==> config.mk <==
export PLATFORM = sky130hd
export DESIGN_NAME = debounce_bank_amisha
export DESIGN_NICKNAME = d
export VERILOG_FILES = /design/src/rtl/debounce_bank_amisha.sv
export SDC_FILE = /design/constraint.sdc
export NUM_CORES = 1
export LEC_CHECK = 0
export BUFFER_PORTS_ARGS = -buffer_cell sky130_fd_sc_hd__clkbuf_2
export CAP_MARGIN = 20
export CORE_MARGIN = 5
export CORE_UTILIZATION = 47
export CTS_BUF_LIST = sky130_fd_sc_hd__clkbuf_4 sky130_fd_sc_hd__clkbuf_8
export CTS_CLUSTER_DIAMETER = 100
export DETAILED_ROUTE_END_ITERATION = 7
export GPL_TIMING_DRIVEN = 0
export PLACE_DENSITY = 0.62
export SETUP_SLACK_MARGIN = 0.1
export SYNTH_ARGS = -nofsm -noshare
export SYNTH_HDL_FRONTEND = slang
export SYNTH_SLANG_ARGS = --single-unit
export TNS_END_PERCENT = 30
==> constraint.sdc <==
create_clock -name clk_amisha -period 5.1 [get_ports clk_amisha]
set_clock_uncertainty 0.1 [all_clocks]
set_input_delay 1.02 -clock clk_amisha [delete_from_list [all_inputs] [get_ports clk_amisha]]
set_output_delay 1.02 -clock clk_amisha [all_outputs]
set_load 0.02 [all_outputs]
==> src/rtl/debounce_bank_amisha.sv <==
// Multi-channel switch debouncer: 2-FF synchroniser, per-channel down-counter FSM, level and edge ticks.
// Optional long-press detector compiled in with `define DEBOUNCE_LONGPRESS_EN.
module debounce_bank_amisha #(
    parameter int CH_AMISHA = 4,
    parameter int N_AMISHA  = 21,
    parameter int L_AMISHA  = 24
) (
    input  logic                 clk_amisha,
    input  logic                 reset_amisha,
    input  logic                 ce_amisha,
    input  logic [CH_AMISHA-1:0] sw_amisha,
    output logic [CH_AMISHA-1:0] db_level_amisha,
    output logic [CH_AMISHA-1:0] rise_tick_amisha,
    output logic [CH_AMISHA-1:0] fall_tick_amisha,
    output logic [CH_AMISHA-1:0] long_tick_amisha
);

    typedef enum logic [1:0] {
        ST_ZERO  = 2'd0,
        ST_WAIT1 = 2'd1,
        ST_ONE   = 2'd2,
        ST_WAIT0 = 2'd3
    } state_t;

    localparam logic [N_AMISHA-1:0] CNT_ALL  = {N_AMISHA{1'b1}};
    localparam logic [N_AMISHA-1:0] CNT_ZERO = {N_AMISHA{1'b0}};
    localparam logic [N_AMISHA-1:0] CNT_ONE  = N_AMISHA'(1);

    logic [CH_AMISHA-1:0] sync1_q;
    logic [CH_AMISHA-1:0] sync2_q;

    always_ff @(posedge clk_amisha or posedge reset_amisha) begin
        if (reset_amisha) begin
            sync1_q <= {CH_AMISHA{1'b0}};
            sync2_q <= {CH_AMISHA{1'b0}};
        end else begin
            sync1_q <= sw_amisha;
            sync2_q <= sync1_q;
        end
    end

    for (genvar gi = 0; gi < CH_AMISHA; gi++) begin : g_ch
        state_t              state_q, state_d;
        logic [N_AMISHA-1:0] cnt_q, cnt_d, cnt_dec;
        logic                level_q, rise_q, fall_q;
        logic                level_d, rise_d, fall_d;
        logic                s;

        assign s = sync2_q[gi];
        // Saturating decrement: the counter can never wrap below zero.
        assign cnt_dec = (cnt_q == CNT_ZERO) ? CNT_ZERO : (cnt_q - CNT_ONE);

        always_ff @(posedge clk_amisha or posedge reset_amisha) begin
            if (reset_amisha) begin
                state_q <= ST_ZERO;
                cnt_q   <= CNT_ZERO;
                level_q <= 1'b0;
                rise_q  <= 1'b0;
                fall_q  <= 1'b0;
            end else begin
                state_q <= state_d;
                cnt_q   <= cnt_d;
                level_q <= level_d;
                rise_q  <= rise_d;
                fall_q  <= fall_d;
            end
        end

        always_comb begin
            state_d = state_q;
            cnt_d   = cnt_q;
            case (state_q)
                ST_ZERO: begin
                    if (s) begin
                        state_d = ST_WAIT1;
                        cnt_d   = CNT_ALL;
                    end else begin
                        cnt_d = CNT_ZERO;
                    end
                end
                ST_WAIT1: begin
                    // Abort is checked every clock, independent of ce.
                    if (!s) begin
                        state_d = ST_ZERO;
                        cnt_d   = CNT_ZERO;
                    end else if (ce_amisha) begin
                        cnt_d = cnt_dec;
                        if (cnt_dec == CNT_ZERO) begin
                            state_d = ST_ONE;
                        end else begin
                            state_d = ST_WAIT1;
                        end
                    end else begin
                        cnt_d = cnt_q;
                    end
                end
                ST_ONE: begin
                    if (!s) begin
                        state_d = ST_WAIT0;
                        cnt_d   = CNT_ALL;
                    end else begin
                        cnt_d = CNT_ZERO;
                    end
                end
                ST_WAIT0: begin
                    if (s) begin
                        state_d = ST_ONE;
                        cnt_d   = CNT_ZERO;
                    end else if (ce_amisha) begin
                        cnt_d = cnt_dec;
                        if (cnt_dec == CNT_ZERO) begin
                            state_d = ST_ZERO;
                        end else begin
                            state_d = ST_WAIT0;
                        end
                    end else begin
                        cnt_d = cnt_q;
                    end
                end
                default: begin
                    state_d = ST_ZERO;
                    cnt_d   = CNT_ZERO;
                end
            endcase
        end

        always_comb begin
            level_d = (state_d == ST_ONE) || (state_d == ST_WAIT0);
            rise_d  = level_d & ~level_q;
            fall_d  = ~level_d & level_q;
        end

        assign db_level_amisha[gi]  = level_q;
        assign rise_tick_amisha[gi] = rise_q;
        assign fall_tick_amisha[gi] = fall_q;

`ifdef DEBOUNCE_LONGPRESS_EN
        logic [L_AMISHA-1:0] lp_q, lp_d;
        logic                long_q, long_d;

        always_ff @(posedge clk_amisha or posedge reset_amisha) begin
            if (reset_amisha) begin
                lp_q   <= {L_AMISHA{1'b0}};
                long_q <= 1'b0;
            end else begin
                lp_q   <= lp_d;
                long_q <= long_d;
            end
        end

        // Counts ce-high cycles spent in ONE; the pulse fires only on the step into all-ones.
        always_comb begin
            if (state_q == ST_ONE) begin
                if (ce_amisha && (lp_q != {L_AMISHA{1'b1}})) begin
                    lp_d = lp_q + L_AMISHA'(1);
                end else begin
                    lp_d = lp_q;
                end
            end else begin
                lp_d = {L_AMISHA{1'b0}};
            end
            long_d = (lp_d == {L_AMISHA{1'b1}}) && (lp_q != {L_AMISHA{1'b1}});
        end

        assign long_tick_amisha[gi] = long_q;
`else
        // Tied low; L_AMISHA only sizes the compiled-out counter.
        assign long_tick_amisha[gi] = (L_AMISHA < 0);
`endif
    end

endmodule

# After elaboration in Yosys (flattened, before gate mapping)
# Cells that the tools add are included.
[word_totals]
elab_cells = 142
in_bits = 7
regBits = 112
output_inout_bits = 16
[op_classes]
add_sub_neg = 4
n_bitwise = 16
eq_ne = 20
reduce_logical = 16
mux = 64
[ops]
columns = ["operator", "count"]
rows = [
  ["$mux 21", 24],
  ["$pmux 21 s4", 4],
  ["$logic_not 21->1", 8],
  ["$sub 21x1->21 const B", 4],
  ["$mux 2", 32],
  ["$eq 2x2->1 const B", 16],
  ["$pmux 2 s4", 4],
  ["$and 1x1->1", 8],
  ["$eq 2x1->1 const B", 4],
  ["$logic_not 2->1", 4],
  ["$not 1->1", 8],
  ["$logic_or 1x1->1", 4],
]

# Logic depth before layout (Yosys ltp)
[depth]
word_depth = 11
ltp_mapped = 11
depth_no_buf = 9

# Least setup slack after synthesis
# OpenSTA, ideal clock, no wires.
[synth_path]
kind = "register -> register"
start = "reg g_ch[1].cnt_q[0]"
end = "reg g_ch[1].level_q"
n_path_buf = 2
stages_incl_launch_ff = 11
arrival_time_ns = 2.683
required_time_ns = 4.875
setup_slack_ns = 2.192
setup_time_ns = 0.125
synth_period_minus_slack_ns = 2.908
cell_sequence = "dfrtp_1 > clkbuf_1 > inv_1 > ha_1 > or3b_2 > clkbuf_1 > nor4_1 > mux2i_1 > and4_1 > nand3_1 > mux2_2"
[synth_via]
elab_chain_len = 9
elab_cells_between_ends = 14
classes_between = "add/sub (1); eq/ne (2); mux (8); reduce/logical (3)"
[synth_rtl]
columns = ["element", "line_no", "source"]
rows = [
  ["start: declaration", "44", "logic [N_AMISHA-1:0] cnt_q, cnt_d, cnt_dec;"],
  ["start signal: assignment", "62", "cnt_q <= cnt_d;"],
  ["$sub 21x1->21 or $logic_not 21->1 (tied branches)", "51", "assign cnt_dec = (cnt_q == CNT_ZERO) ? CNT_ZERO : (cnt_q - CNT_ONE);"],
  ["$mux 21 *", "51", ""],
  ["$logic_not 21->1 *", "88, 111", ""],
  ["$mux 2, on equally long branches", "111, 88", ""],
  ["$mux 2, on equally long branches", "109, 86", ""],
  ["$mux 2, on equally long branches", "106, 83", ""],
  ["$pmux 2 s4 *", "72", "case (state_q)"],
  ["$eq 2x2->1", "128", "level_d = (state_d == ST_ONE) || (state_d == ST_WAIT0);"],
  ["$logic_or 1x1->1 *", "128", ""],
  ["named net g_ch[1].level_d", "46", "logic level_d, rise_d, fall_d;"],
  ["end signal: assignment", "63", "level_q <= level_d;"],
  ["end: declaration", "45", "logic level_q, rise_q, fall_q;"],
]
# Mark *: on every way through the listed nets, which the timed path passes. The rest lies on a longest branch.

# Worst setup path in the final report
[layout_path]
start = "in ce_amisha"
end = "reg g_ch[3].cnt_q[16]"
[layout_via]
elab_chain_len = 3
elab_cells_between_ends = 4
classes_between = "mux (4)"
[layout_rtl]
columns = ["element", "line_no", "source"]
rows = [
  ["start: declaration", "10", "input logic ce_amisha,"],
  ["$mux 21 *", "--", ""],
  ["$mux 21, on equally long branches", "--", ""],
  ["$pmux 21 s4 *", "--", ""],
  ["named net g_ch[3].cnt_d[16]", "44", ""],
  ["end signal: assignment", "62", ""],
  ["end: declaration", "44", ""],
]
# Marked as above.

==> flow_summary.ini <==
[sta]
hold_violations = 0
setup_viol = 0
whs_ns = 0.258
drv_slew = 0
worstMarginPinSlew_ns = 1.02
slew_headroom_pct = 31.7
rsz0062_at_grt = false
fmax_mhz = 275
timing.final.crit_share_pct = 71.4
period_needed_ns = 3.64
setup_ws_ns = 1.46

[routing]
first_iter_violations = 782
drc = 0
antenna_left = 0
via_count = 6893
wl_per_cell_um = 18.3
vias_per_cell = 6.13
routed_wl_um = 20600
dr.pass1.iters = 5

[finish]
postLayoutCoreUtil_pct = 51.5
final_area_um2 = 7820
regArea_um2 = 2800
nFillCells = 1484
drive_above_1_share_pct = 9.50
multiInputGateArea_um2 = 4020
areaGrowthSynthToFinish_pct = 7.44
final_nets = 947
diodes = 0

[cts]
clock-sinks = 112
cts_resized = 0
post_cts_buffers = 0
clockBufferDepth = 2
ctsHoldBuffers = 0
cts_tree = done
root_buffer = clkbuf_8
worstSkewPairLatency_ns = 0.39
clkTransAtPathRegs_ns = 0.11
cts.htree.levels = 3
numCtsBuffers = 9

[placement]
pre_cts_slack_ns = 1.10
gp_routability_congestion = 0.905
io_buffer_count = 17
placed_area_um2 = 7640
hpwlAfterDp_um = 14100

[power]
powerDensity_nw_per_um2 = 246
finalPower_mw = 1.92
power.leakage_nw = 3.12
ir_worst_vdd_mv = 0.132

[worst_setup_path]
path_class = input pin to flop
start_kind = input pin
cp_cell_sequence = clkbuf_1, clkbuf_1, clkbuf_1, clkbuf_1, nand2_1, mux2i_1, nand2_1, a31oi_1
crit_required_ns = 5.30
cpMaxStageDelayCell = clkbuf_1
path_common_cell = clkbuf_1
path_delay_family = buffers and inverters
path_depth = 8
cp-end-kind = flop
path_max_fanout = 10
cp.arrival_ns = 3.85
r2r_cells = 10
crit_buf_inv = 4
cpPeakStageDelay_ns = 0.61

[die]
boundaryPins = 23
rows = 45
die_w_um = 134
fp.dieH_um = 134
die_area_um2 = 18100
start_util_pct = 47.9
core_um2 = 15200

[logic_synthesis]
avgSynthCellArea_um2 = 8.09
synth-seq-cells = 112
ys_seq_area_share_pct = 38.5
synthArstFlopShare_pct = 100
synthCells = 900
synth_ff_type = dfrtp_1
synth-edff-count = 0
yosys_warnings = 0
syn_area_um2 = 7280
yosysUniqueCellTypes = 60

[global_routing]
antenna_found_initial = 0
grt_usage_pct = 23.4
grt_pass1_wl_um = 34400
gr-total-overflow = 0
grt_pass1_vias = 6571
grt_max_degree = 66

[run_status]
status = complete, no violations

[job]
maxCapViolations = 0

[hold_path]
hold_path.class = flop to flop
whs_path_depth = 0
## path summary, 6_finish.rpt
path | startpoint | endpoint | slack, ns
worst min-delay path | sync1_q[0]$_DFF_PP0_ | sync2_q[0]$_DFF_PP0_ | 0.26
max in group asynchronous | reset_amisha | g_ch[0].cnt_q[2]$_DFF_PP0_ | 3.51
worst max-delay path | ce_amisha | g_ch[3].cnt_q[16]$_DFF_PP0_ | 1.46
worst min register to register | sync1_q[0]$_DFF_PP0_ | sync2_q[0]$_DFF_PP0_ | 0.26
min in group asynchronous | reset_amisha | g_ch[3].cnt_q[15]$_DFF_PP0_ | 0.68
worst max register to register | g_ch[0].cnt_q[0]$_DFF_PP0_ | g_ch[0].fall_q$_DFF_PP0_ | 1.59
## cell usage in the layout, fill, tap and decap left out, types with 14 or more instances in the layout
master / n
nor3_1: 35
buf_4: 16
inv_1: 23
o21ai_0: 68
dfrtp_1: 112
a31oi_1: 58
a21oi_1: 39
nor2_1: 77
nand2_1: 124
clkbuf_2: 17
or3_1: 18
or4_1: 17
clkbuf_1: 62
mux2_2: 14
nor4_1: 23
nand3_1: 28
o31ai_1: 20
## report_power, final
| group | total, mW | switching (mW) | internal, mW |
|---|---|---|---|
| clock network | 0.509 | 0.316 | 0.194 |
| registers | 1.01 | 0.0652 | 0.943 |
| logic | 0.407 | 0.264 | 0.144 |
## registers in the layout, summed over array words and instances, names as in the netlist
name / cells
g_ch.state_q: 8
g_ch.level_q: 4
g_ch.fall_q: 4
sync2_q: 4
sync1_q: 4
g_ch.cnt_q: 84
g_ch.rise_q: 4
## metrics by stage
step / std cells / setup TNS [ns]
5_1_grt: 1125 / 0
6_report: 1125 / 0
3_5_place_dp: 1109 / 0
4_1_cts: 1125 / 0
3_3_place_gp: 1108 / -35.53
2_1_floorplan: 903 / 0
## final cells by class
cell class / count / share of cell area, %
inverter: 25 / 1.23
timing repair buffer: 18 / 1.44
buffer: 83 / 4.80
tap: 188 / 3.01
clock inverter: 5 / 0.528
clock buffer: 11 / 1.78
multi-input combinational: 683 / 51.4
sequential: 112 / 35.8
## kinds of logic after synthesis
group,count (synthesis),synth area share [%]
AO/OA/AOI/OAI,220,18.5
XOR/XNOR,15,1.80
adder cells (fa/ha/maj),8,1.37
buffers and inverters,108,6.44
flip-flops,112,38.5
multiplexers,27,3.95
other,1,0.0515
AND/OR/NAND/NOR,409,29.3
## routing by layer
| metal | global-route usage [%] | vias up | share of wire (%) |
|---|---|---|---|
| met1 | 32.8 | 3323 | 47 |
| met3 | 4.32 | 35 | 5.0 |
| li1 | - | 3325 | - |
| met2 | 37.0 | 210 | 46 |
| met5 | 0 | - | 0 |
| met4 | 7.52 | 0 | 2.1 |
## synthesized netlist by cell type, drive strengths merged (4+ instances only)
library cell | number | area share [%]
xnor2 | 10 | 1.2
o21ai | 70 | 4.8
o31ai | 20 | 2.1
nand2b | 12 | 1.0
or2 | 7 | 0.60
nand4 | 8 | 0.69
nor2b | 6 | 0.52
dfrtp | 112 | 38
a31oi | 58 | 5.0
nand4b | 7 | 0.84
and3 | 6 | 0.52
nand2 | 124 | 6.4
inv | 24 | 1.2
or4 | 19 | 2.1
o41ai | 12 | 1.4
o31a | 4 | 0.48
nand3b | 8 | 0.82
mux2 | 14 | 2.2
xor2 | 5 | 0.60
or3 | 18 | 1.5
clkbuf | 62 | 3.2
buf | 21 | 2.0
nor3b | 4 | 0.48
a21oi | 39 | 2.7
nand3 | 28 | 1.9
nor4b | 7 | 0.84
mux2i | 13 | 1.8
nor4 | 27 | 2.8
ha | 8 | 1.4
or3b | 4 | 0.48
and2 | 4 | 0.34
nor2 | 77 | 4.0
nor3 | 36 | 2.5
No activity file was read; power rests on OpenSTA's default activity.
